--- src/rtl/edge_cache.sv ---
// Single-row adjacency cache: fetches one matrix row into a local buffer and
// serves (from,to) edge queries from it, including partially filled rows.
`ifndef DEFAULT_MAX_NODES
`define DEFAULT_MAX_NODES 16
`endif
`ifndef DEFAULT_INDEX_WIDTH
`define DEFAULT_INDEX_WIDTH 8
`endif
`ifndef DEFAULT_VALUE_WIDTH
`define DEFAULT_VALUE_WIDTH 16
`endif

module edge_cache #(
  parameter int unsigned MAX_NODES   = `DEFAULT_MAX_NODES,
  parameter int unsigned INDEX_WIDTH = `DEFAULT_INDEX_WIDTH,
  parameter int unsigned VALUE_WIDTH = `DEFAULT_VALUE_WIDTH,
  parameter int unsigned ADDR_WIDTH  = 32
) (
  input  logic                   clock,
  input  logic                   reset,
  input  logic [ADDR_WIDTH-1:0]  base_address,
  input  logic [INDEX_WIDTH-1:0] number_of_nodes,
  input  logic                   invalidate,
  input  logic                   ec_query,
  input  logic [INDEX_WIDTH-1:0] ec_from_node,
  input  logic [INDEX_WIDTH-1:0] ec_to_node,
  output logic                   ec_ready,
  output logic [VALUE_WIDTH-1:0] ec_edge_value,
  output logic                   mem_read,
  output logic [ADDR_WIDTH-1:0]  mem_address,
  input  logic                   mem_waitrequest,
  input  logic                   mem_readdatavalid,
  input  logic [VALUE_WIDTH-1:0] mem_readdata,
  output logic                   busy
);

  localparam int unsigned CNT_W  = $clog2(MAX_NODES + 1);
  localparam int unsigned BUF_AW = (MAX_NODES > 1) ? $clog2(MAX_NODES) : 1;
  localparam int unsigned CMP_W  = (INDEX_WIDTH > CNT_W) ? INDEX_WIDTH : CNT_W;

  typedef enum logic [1:0] {IDLE, ISSUE, WAIT_DATA, DRAIN} state_t;

  state_t                 state_q, state_d;
  logic [INDEX_WIDTH-1:0] row_tag_q, row_tag_d;
  logic                   row_valid_q, row_valid_d;
  logic [CNT_W-1:0]       fill_count_q, fill_count_d;
  logic [CNT_W-1:0]       n_latched_q, n_latched_d;
  logic [VALUE_WIDTH-1:0] buffer_q [MAX_NODES];
  logic                   buf_we;

  logic             tag_hit;
  logic             miss;
  logic             abort;
  logic [CNT_W-1:0] n_clamped;
  logic [CNT_W-1:0] fill_next;

  assign tag_hit   = row_valid_q && (row_tag_q == ec_from_node);
  assign miss      = ec_query && !tag_hit;
  assign abort     = miss || invalidate;
  assign fill_next = fill_count_q + CNT_W'(1);
  assign n_clamped = (CMP_W'(number_of_nodes) > CMP_W'(MAX_NODES)) ?
                     CNT_W'(MAX_NODES) : CNT_W'(number_of_nodes);

  // Only entries already written are served; anything past the fill point reads as not ready.
  assign ec_ready      = ec_query && tag_hit && (CMP_W'(ec_to_node) < CMP_W'(fill_count_q));
  assign ec_edge_value = ec_ready ? buffer_q[BUF_AW'(ec_to_node)] : '0;
  assign busy          = (state_q != IDLE);

  always_comb begin
    state_d      = state_q;
    row_tag_d    = row_tag_q;
    row_valid_d  = row_valid_q;
    fill_count_d = fill_count_q;
    n_latched_d  = n_latched_q;
    buf_we       = 1'b0;
    mem_read     = 1'b0;
    mem_address  = '0;

    if (invalidate) row_valid_d = 1'b0;

    case (state_q)
      IDLE: begin
        if (!invalidate && miss) begin
          row_tag_d    = ec_from_node;
          row_valid_d  = 1'b1;
          fill_count_d = '0;
          n_latched_d  = n_clamped;
          if (n_clamped != '0) state_d = ISSUE;
        end
      end
      ISSUE: begin
        // Request is withdrawn before acceptance; IDLE restarts if a miss is still present.
        if (abort) begin
          state_d = IDLE;
        end else begin
          mem_read    = 1'b1;
          mem_address = base_address
                      + ADDR_WIDTH'(row_tag_q) * ADDR_WIDTH'(n_latched_q)
                      + ADDR_WIDTH'(fill_count_q);
          if (!mem_waitrequest) state_d = WAIT_DATA;
        end
      end
      WAIT_DATA: begin
        if (mem_readdatavalid) begin
          buf_we       = 1'b1;
          fill_count_d = fill_next;
          state_d      = (!abort && (fill_next < n_latched_q)) ? ISSUE : IDLE;
        end else if (abort) begin
          state_d = DRAIN;
        end
      end
      DRAIN: begin
        if (mem_readdatavalid) state_d = IDLE;
      end
      default: state_d = IDLE;
    endcase
  end

  always_ff @(posedge clock) begin
    if (reset) begin
      state_q      <= IDLE;
      row_tag_q    <= '0;
      row_valid_q  <= 1'b0;
      fill_count_q <= '0;
      n_latched_q  <= '0;
    end else begin
      state_q      <= state_d;
      row_tag_q    <= row_tag_d;
      row_valid_q  <= row_valid_d;
      fill_count_q <= fill_count_d;
      n_latched_q  <= n_latched_d;
    end
  end

  // Row storage is deliberately left unreset; validity is tracked by the tags.
  always_ff @(posedge clock) begin
    if (buf_we) buffer_q[BUF_AW'(fill_count_q)] <= mem_readdata;
  end

endmodule

--- config.mk ---
export PLATFORM = sky130hd
export DESIGN_NAME = edge_cache
export DESIGN_NICKNAME = d
export VERILOG_FILES = /design/src/rtl/edge_cache.sv
export SDC_FILE = /design/constraint.sdc
export NUM_CORES = 1
export LEC_CHECK = 0
export CAP_MARGIN = 20
export CORE_ASPECT_RATIO = 0.5
export CORE_MARGIN = 2
export CORE_UTILIZATION = 62
export CTS_CLUSTER_DIAMETER = 60
export DETAILED_ROUTE_END_ITERATION = 8
export MAX_ROUTING_LAYER = met4
export PLACE_DENSITY = 0.95
export SYNTH_ARGS = -nofsm -noshare
export SYNTH_HDL_FRONTEND = slang
export SYNTH_SLANG_ARGS = --single-unit
export TNS_END_PERCENT = 30
--- constraint.sdc ---
create_clock -name clock -period 17.72 [get_ports clock]
set_input_delay 3.544 -clock clock [delete_from_list [all_inputs] [get_ports clock]]
set_output_delay 3.544 -clock clock [all_outputs]
set_load 0.02 [all_outputs]
==> flow_summary.toml, run 1 <==
[power]
leakage_nw = 5.61
p_per_area_nw_per_um2 = 82.0
vdd_drop_max_mv = 0.0527

[yosys]
synth_area_per_cell_um2 = 15.3
yosysTopAreaCellShare = 0.562
ys_seq_elements = 277
synth_area_um2 = 13700
synth_nets = 1052
ys_types = 51
synth_edf_count = 256
yosys_warnings = 0
synthTopCellsByCount = "256 x edfxtp_1, 80 x mux4_2, 65 x nand2_1, 55 x inv_1, 48 x ha_1"
synthTopCellsByArea = "edfxtp_1 56%, mux4_2 13%, fa_1 4.7%, ha_1 4.4%, dfxtp_1 3.1%"
syn_inst = 894
synth.most_common_cell = "edfxtp_1"
yosys.area.top_type = "edfxtp_1"
ys.flop_type = "edfxtp_1"
async_flop_share = 0
ys_seq_area_frac = 0.593

[clock_tree]
cts-root-buf = "clkbuf_16"
cts_buffers = 24
htree_levels = 1
clock_path_buffers = 3
cts_sinks = 277
insertion_delay_ns = 0.52
cts_tree = "done"
cts_hold_buf = 0
cts_repair_resize_count = 0
clkSlewWorstSetupHoldPaths_ns = 0.07
cts_setup_buffers = 0

[timing]
post-route-period-util = 0.699
whs_ns = 0.495
report.final.slew_viol_count = 0
hold_violations = 0
final-setup-viol-count = 0
finClkSkew_ns = 0.0132
relSlewSlack = 0.374
rsz0062_at_grt = "false"
fin_tns_setup_ns = 0
fmax_mhz = 80.7
fin_crit_ns = 12.39
worst_pin_slew_ns = 0.936

[final_layout]
nets = 1190
fin_cells = 1350
final_core_util = 0.743
drive_gt1_frac = 0.140
area_delta_synth_final_pct = 17.5
diodes = 0

[worst_setup_path]
crit_path_max_fanout = 7
crit_chain = "clkdlybuf4s50_1, inv_1, fa_1, fa_1, inv_1, fa_1, inv_1, fa_1, inv_1, ha_1, o21ai_0, a211o_1, a21oi_1, and2_1, o2111ai_1, mux2i_1, clkdlybuf4s50_1"
cp_num_buf_inv = 6
cp.arrival_ns = 8.84
criticalPathCategory = "in2out"
ff2ff_path_depth = 4
critical-path-max-stage-delay_ns = 0.62
required_ns = 14.18
rrSetupSlack_ns = 14.62
cp-start-kind = "input port"
crit_family = "adder cells"
r2r_start = "state_q[1]$_SDFFE_PP0P_"
reg2reg_to = "buffer_q[11][1]$_DFFE_PP_"
slowest_stage = "clkdlybuf4s50_1"
endpoint_kind = "output pin"

[die]
coreArea_um2 = 21600
die_area_um2 = 23300
io_pins = 129
die_w_um = 214
initial_core_util = 0.632
rows = 38
fp.dieH_um = 109

[route]
drtAntennaViolNets = 0
drt-pass1-iter-count = 5
num_vias = 8707
remaining_drc_errors = 0
avgViaCountPerCell = 6.45
avgRoutedWirePerCell_um = 25.3
drt_iter0_drc = 1127
routed_wl_mm = 34.2

[global_route]
antenna_found_initial = 0
grt_pass1_vias = 8755
track_usage = 0.307
grt_overflow = 0
grt_max_degree = 66
grt_pass1_wl_mm = 51.5

[placed_design]
portBuffers = 128
place_inst = 1306
gp_congestion = 0.887
dp_hpwl_mm = 20.8

[job]
max_cap_viol_count = 0

[min_path]
hp-class = "reg2reg"
hold_start = "row_valid_q$_SDFF_PP0_"
min_to = "row_valid_q$_SDFF_PP0_"
holdPathStages = 2

[run_status]
status = "complete, no violations"
-- metal layers --
metal  routed length [um]  vias up  track usage
li1                     -     3685            -
met1                13300     4364        0.412
met2                16700      567        0.500
met3                 3240       91       0.0441
met4                  911        0       0.0938
met5                    0        -            -
-- area by class of cell --
cell class,instances,area [um2]
flip-flops and latches,277,8110
fillers,1245,5570
multi-input cells,523,5200
repair buffers,150,1440
clock buffers,30,623
well taps,300,375
inverters,56,215
clock inverters,14,106
-- cells in the final DEF, fill, tap and decap left out, types with 13 or more instances in the layout --
cell and count:
edfxtp_1 256, nor2_1 28, mux4_2 80, clkbuf_16 24, ha_1 48, mux2i_1 14, nand3_1 23, dfxtp_1 21
a21oi_1 32, inv_1 55, fa_1 32, clkdlybuf4s50_1 126, and2_1 38, xnor2_1 13, buf_4 23, nand2_1 65
or3_1 15
-- worst register-to-register path, cell delays in order, from the launching register on --
cell,delay (ns)
dfxtp_1,0.40
nor3b_1,0.76
nand2_1,0.42
nor2_1,0.82
buf_4,0.40
-- registers in the layout, summed over array words and instances (netlist names) --
name and cells:
buffer_q 256, fill_count_q 5, n_latched_q 5, row_tag_q 8, row_valid_q 1, state_q 2
-- logic make-up after synthesis --
group,Yosys count,synth area share
AO/OA/AOI/OAI,92,0.0441
XOR/XNOR,17,0.0109
adder cells (fa/ha/maj),80,0.0907
buffers and inverters,94,0.0289
flip-flops,277,0.593
multiplexers,94,0.142
AND/OR/NAND/NOR,240,0.0907
-- through the flow --
step           worst slack [ns]  instance area (um2)  power, mW
4_1_cts                    5.39                16100       1.32
2_1_floorplan              6.71                13700      0.784
6_report                   5.33                16100       1.32
3_3_place_gp               5.52                15300      0.822
5_1_grt                    5.16                16100       1.35
3_5_place_dp               5.42                15300      0.826
-- power by group --
group	switching [mW]	total, mW	internal [mW]
clock network	0.238	0.504	0.266
registers	0.00307	0.717	0.714
logic	0.0484	0.0965	0.0481
total	0.289	1.32	1.03
-- how the worst max path moves through the flow --
stage | start | cells after the start | slack [ns] | end
2_1_floorplan | base_address[4] | 15 | 6.71 | mem_address[21]
3_5_place_dp | base_address[4] | 17 | 5.42 | mem_address[21]
4_1_cts | base_address[4] | 17 | 5.39 | mem_address[21]
3_3_place_gp | base_address[4] | 17 | 5.52 | mem_address[21]
6_report | base_address[4] | 17 | 5.33 | mem_address[21]
5_1_grt | base_address[4] | 17 | 5.16 | mem_address[21]
Note: power is estimated with default switching activity, not from simulation.
==> inputs of run 2 (changes only) <==
--- a/config.mk
+++ b/config.mk
@@ -8,11 +8,11 @@
 export CAP_MARGIN = 20
 export CORE_ASPECT_RATIO = 0.5
 export CORE_MARGIN = 2
-export CORE_UTILIZATION = 62
+export CORE_UTILIZATION = 52
 export CTS_CLUSTER_DIAMETER = 60
 export DETAILED_ROUTE_END_ITERATION = 8
 export MAX_ROUTING_LAYER = met4
-export PLACE_DENSITY = 0.95
+export PLACE_DENSITY = 0.87
 export SYNTH_ARGS = -nofsm -noshare
 export SYNTH_HDL_FRONTEND = slang
 export SYNTH_SLANG_ARGS = --single-unit
==> constraint.sdc (replaced) <==
create_clock -name clock -period 11.05 [get_ports clock]
set_input_delay 2.21 -clock clock [delete_from_list [all_inputs] [get_ports clock]]
set_output_delay 2.21 -clock clock [all_outputs]
set_load 0.02 [all_outputs]
==> run 2 against run 1 <==
  * Setup slack got worse by 4.0 ns
  * Wire length shrank 0.11%
  * Hold slack improved by 0.0074 ns
  * Flip-flop and latch count is the same
  * Core utilization fell by 11 points
  * First-iteration DRC count down 6.0%
  * Clock skew fell by 0.0015 ns
  * Final cell count grew 3.5%
  * Register-to-register slack worse by 6.7 ns
  * Clock-buffer cell count grew 2
  * Largest cell class unchanged
==> flow_summary.toml, run 2 (same netlist as run 1, synthesis figures left out) <==
[timing]
fin_crit_ns = 9.74
report.final.slew_viol_count = 0
relSlewSlack = 0.269
worst_pin_slew_ns = 1.09
hold_violations = 0
final-setup-viol-count = 0
fmax_mhz = 103
rsz0062_at_grt = "false"
post-route-period-util = 0.881
fin_tns_setup_ns = 0
finClkSkew_ns = 0.0117

[route]
drt_iter0_drc = 1059
avgViaCountPerCell = 6.17
drt-pass1-iter-count = 5
remaining_drc_errors = 0
avgRoutedWirePerCell_um = 24.5
routed_wl_mm = 34.2
num_vias = 8623
drtAntennaViolNets = 0

[min_path]
hp-class = "reg2reg"

[die]
die_area_um2 = 27700
fp.dieH_um = 119
die_w_um = 233
coreArea_um2 = 25500
io_pins = 129
initial_core_util = 0.536
rows = 41

[placed_design]
portBuffers = 128
gp_congestion = 0.877
place_inst = 1350
dp_hpwl_mm = 20.9

[global_route]
grt_overflow = 0
grt_pass1_wl_mm = 52.4
track_usage = 0.259
antenna_found_initial = 0
grt_pass1_vias = 8938
grt_max_degree = 66

[worst_setup_path]
rrSetupSlack_ns = 7.88
crit_path_max_fanout = 7
critical-path-max-stage-delay_ns = 0.63
required_ns = 8.84
slowest_stage = "clkdlybuf4s50_1"
endpoint_kind = "output pin"
cp-start-kind = "input port"
cp.arrival_ns = 7.53
endpoint = "mem_address[21]"
crit_path_start = "base_address[4]"
r2r_start = "state_q[1]$_SDFFE_PP0P_"
crit_chain = "clkdlybuf4s50_1, inv_1, fa_1, fa_1, inv_1, fa_1, inv_1, fa_1, inv_1, ha_1, o21ai_0, a211o_1, a21oi_1, and2_1, o2111ai_1, mux2i_1, clkdlybuf4s50_1"
criticalPathCategory = "in2out"
ff2ff_path_depth = 4
reg2reg_to = "buffer_q[15][13]$_DFFE_PP_"

[power]
leakage_nw = 5.67
vdd_drop_max_mv = 0.121
p_per_area_nw_per_um2 = 134

[clock_tree]
cts-root-buf = "clkbuf_16"
cts_tree = "done"
htree_levels = 1
cts_setup_buffers = 0
cts_buffers = 25
insertion_delay_ns = 0.54
cts_repair_resize_count = 0
clock_path_buffers = 3
cts_sinks = 277
cts_hold_buf = 0
clkSlewWorstSetupHoldPaths_ns = 0.07

[final_layout]
top_register = "buffer_q"
top_regs = "buffer_q: 256 flops, row_tag_q: 8 flops"
diodes = 0
area_delta_synth_final_pct = 18.6
fin_cells = 1397
layout_commonest_cell = "edfxtp_1"
largest_reg_flops = 256
final_cell_mix = "256 x edfxtp_1, 126 x clkdlybuf4s50_1, 80 x mux4_2"
nets = 1193
drive_gt1_frac = 0.143
fill_cells = 1681

[job]
max_cap_viol_count = 0

[run_status]
status = "complete, no violations"
==> run 2: worst min path at each step <==
stage / startpoint / endpoint / slack, ns / cells past startpoint
after floorplan: row_valid_q$_SDFF_PP0_ / row_valid_q$_SDFF_PP0_ / 0.46 / 2
after global placement: row_valid_q$_SDFF_PP0_ / row_valid_q$_SDFF_PP0_ / 0.48 / 2
after detailed placement: row_valid_q$_SDFF_PP0_ / row_valid_q$_SDFF_PP0_ / 0.49 / 2
after CTS: row_valid_q$_SDFF_PP0_ / row_valid_q$_SDFF_PP0_ / 0.50 / 2
after global routing: row_valid_q$_SDFF_PP0_ / row_valid_q$_SDFF_PP0_ / 0.53 / 2
final: row_valid_q$_SDFF_PP0_ / row_valid_q$_SDFF_PP0_ / 0.50 / 2
==> run 2: where the power goes <==
part	switching, mW	internal [mW]
clock network	0.381	0.492
registers	0.00476	1.15
logic	0.0778	0.0773
total	0.463	1.72
==> run 2: metrics by stage <==
stage | hold WS (ns) | worst slack [ns] | total power, mW | instance area, um2 | utilization
after global routing | 0.532 | 1.19 | 2.23 | 16200 | 0.636
final | 0.502 | 1.31 | 2.18 | 16200 | 0.636
after global placement | 0.480 | 1.51 | 1.32 | 15400 | 0.604
after detailed placement | 0.491 | 1.41 | 1.33 | 15400 | 0.604
after CTS | 0.504 | 1.38 | 2.18 | 16200 | 0.636
after floorplan | 0.463 | 2.71 | 1.26 | 13700 | -
==> run 2: final cells by class <==
cell class / instances / area (um2) / area share
flip-flops and latches: 277 / 8110 / 0.500
multi-input cells: 523 / 5200 / 0.321
repair buffers: 152 / 1460 / 0.0897
clock buffers: 32 / 652 / 0.0402
well taps: 344 / 430 / 0.0265
inverters: 56 / 215 / 0.0133
clock inverters: 13 / 158 / 0.00972
==> run 2: per-layer routing <==
metal  part of all wire  global-route usage  up-vias
met5                  0                   -        -
met4              0.028              0.0701        0
met3              0.086              0.0333       78
met2               0.49               0.418      476
met1               0.39               0.351     4376
li1                   -                   -     3693
==> run 2: worst max-delay path, delay by kind of cell <==
family | cells | cell delay (ns)
buf+inv | 6 | 1.32
simple gates | 1 | 0.31
compound gates | 4 | 1.15
mux | 1 | 0.21
fa+ha+maj | 5 | 2.34
==> inputs of run 3 (changes only) <==
--- a/config.mk
+++ b/config.mk
@@ -11,8 +11,8 @@
 export CORE_UTILIZATION = 52
 export CTS_CLUSTER_DIAMETER = 60
 export DETAILED_ROUTE_END_ITERATION = 8
-export MAX_ROUTING_LAYER = met4
 export PLACE_DENSITY = 0.87
+export SETUP_SLACK_MARGIN = 0.5
 export SYNTH_ARGS = -nofsm -noshare
 export SYNTH_HDL_FRONTEND = slang
 export SYNTH_SLANG_ARGS = --single-unit
==> run 3 against run 2 <==
  * Non-clock buffer count is 1 lower
  * Clock skew is 0.010 ns higher
  * Sequential power hardly changed
  * Wire length is 2.5% lower
  * Combinational power hardly changed
  * Power is 3.0% lower
  * Register-to-register slack better by 0.25 ns
  * Final cell count is 0.14% lower
  * Highest routed layer unchanged
==> flow_summary.toml, run 3 (same netlist as run 1, synthesis figures left out) <==
[final_layout]
nets = 1191
diodes = 0
top_register = "buffer_q"
drive_gt1_frac = 0.147
area_delta_synth_final_pct = 18.0
largest_reg_flops = 256
top_regs = "buffer_q: 256 flops, row_tag_q: 8 flops"
layout_commonest_cell = "edfxtp_1"
final_cell_mix = "256 x edfxtp_1, 126 x clkdlybuf4s50_1, 80 x mux4_2"

[global_route]
antenna_found_initial = 0
grt_overflow = 0
use_met2 = 0.418
gr-usage-met3 = 0.0338
grt_max_degree = 66
busiest_layer = "met2"
grt_pass1_vias = 8833
track_usage = 0.247
grt_pass1_wl_mm = 51.6
grtUsageMet1 = 0.340

[clock_tree]
cts_tree = "done"
cts-root-buf = "clkbuf_16"
cts_setup_buffers = 0
clkSlewWorstSetupHoldPaths_ns = 0.07
cts_sinks = 277
cts_hold_buf = 0
insertion_delay_ns = 0.54
clock_path_buffers = 3
htree_levels = 1
cts_buffers = 24
cts_repair_resize_count = 0

[worst_setup_path]
cp-start-kind = "input port"
critical-path-max-stage-delay_ns = 0.65
crit_chain = "clkdlybuf4s50_1, inv_1, fa_1, fa_1, inv_1, fa_1, inv_1, fa_1, inv_1, ha_1, o21ai_0, a211o_1, a21oi_1, and2_1, o211ai_1, mux2i_1, clkdlybuf4s50_1"
crit_path_max_fanout = 7
crit_family = "adder cells"
endpoint_kind = "output pin"
cp.arrival_ns = 7.52
slowest_stage = "clkdlybuf4s50_1"
required_ns = 8.84
cp_num_buf_inv = 6
criticalPathCategory = "in2out"

[placed_design]
portBuffers = 128
dp_hpwl_mm = 20.7
gp_congestion = 0.868

[run_status]
status = "complete, no violations"

[timing]
hold_violations = 0
final-setup-viol-count = 0
worst_pin_slew_ns = 1.07
report.final.slew_viol_count = 0
fin_crit_ns = 9.73
rsz0062_at_grt = "false"
relSlewSlack = 0.281
post-route-period-util = 0.881
finClkSkew_ns = 0.0218
fmax_mhz = 103
fin_tns_setup_ns = 0

[route]
remaining_drc_errors = 0
drtAntennaViolNets = 0
drt_iter0_drc = 1057
routed_wl_mm = 33.3
avgViaCountPerCell = 6.08
avgRoutedWirePerCell_um = 23.9
drt-pass1-iter-count = 5
num_vias = 8484

[die]
die_area_um2 = 27700
coreArea_um2 = 25500
fp.dieH_um = 119
initial_core_util = 0.536
io_pins = 129
rows = 41
die_w_um = 233

[power]
vdd_drop_max_mv = 0.108
leakage_nw = 5.64
p_per_area_nw_per_um2 = 131
power.total_mw = 2.11

[min_path]
hp-class = "reg2reg"

[job]
max_cap_viol_count = 0
[run 3: area by class of cell]
type                    count  area, um2
fillers                  1712       9350
flip-flops and latches    277       8110
multi-input cells         523       5200
repair buffers            151       1440
clock buffers              26        608
well taps                 344        430
inverters                  56        215
clock inverters            18        135
[run 3: final timing paths]
kind | start | endpoint | slack [ns] | cells after the start
hold / removal | fill_count_q[4]$_SDFFE_PP0P_ | fill_count_q[4]$_SDFFE_PP0P_ | 0.51 | 2
hold reg to reg | fill_count_q[4]$_SDFFE_PP0P_ | fill_count_q[4]$_SDFFE_PP0P_ | 0.51 | 2
setup / recovery | base_address[4] | mem_address[17] | 1.32 | 17
setup reg to reg | state_q[1]$_SDFFE_PP0P_ | buffer_q[11][0]$_DFFE_PP_ | 8.13 | 4
[run 3: tightest hold or removal path: cells and delay by family, from the launching register on]
kind | cells | cell delay (ns)
compound gates | 1 | 0.06
simple gates | 1 | 0.07
flops | 1 | 0.33
[run 3: through the flow]
stage | worst slack (ns) | utilization | cell area [um2] | hold slack, ns | instances
2_1_floorplan | 2.71 | - | 13700 | 0.463 | 894
4_1_cts | 1.37 | 0.633 | 16100 | 0.503 | 1394
3_3_place_gp | 1.51 | 0.604 | 15400 | 0.480 | 1350
3_5_place_dp | 1.40 | 0.604 | 15400 | 0.495 | 1350
6_report | 1.32 | 0.633 | 16100 | 0.511 | 1395
5_1_grt | 1.07 | 0.633 | 16100 | 0.535 | 1395
[run 3: power breakdown]
part / internal (mW) / total (mW) / leakage, nW / switching (mW)
clock network: 0.426 / 0.808 / 0.359 / 0.382
logic: 0.0771 / 0.154 / 2.81 / 0.0769
registers: 1.15 / 1.15 / 2.47 / 0.00481
total: 1.65 / 2.11 / 5.64 / 0.464
[run 3: metal layers]
layer	wire (um)	vias to the layer above
li1	-	3683
met2	16500	444
met4	889	0
met3	2770	84
met1	13100	4273
met5	0	-
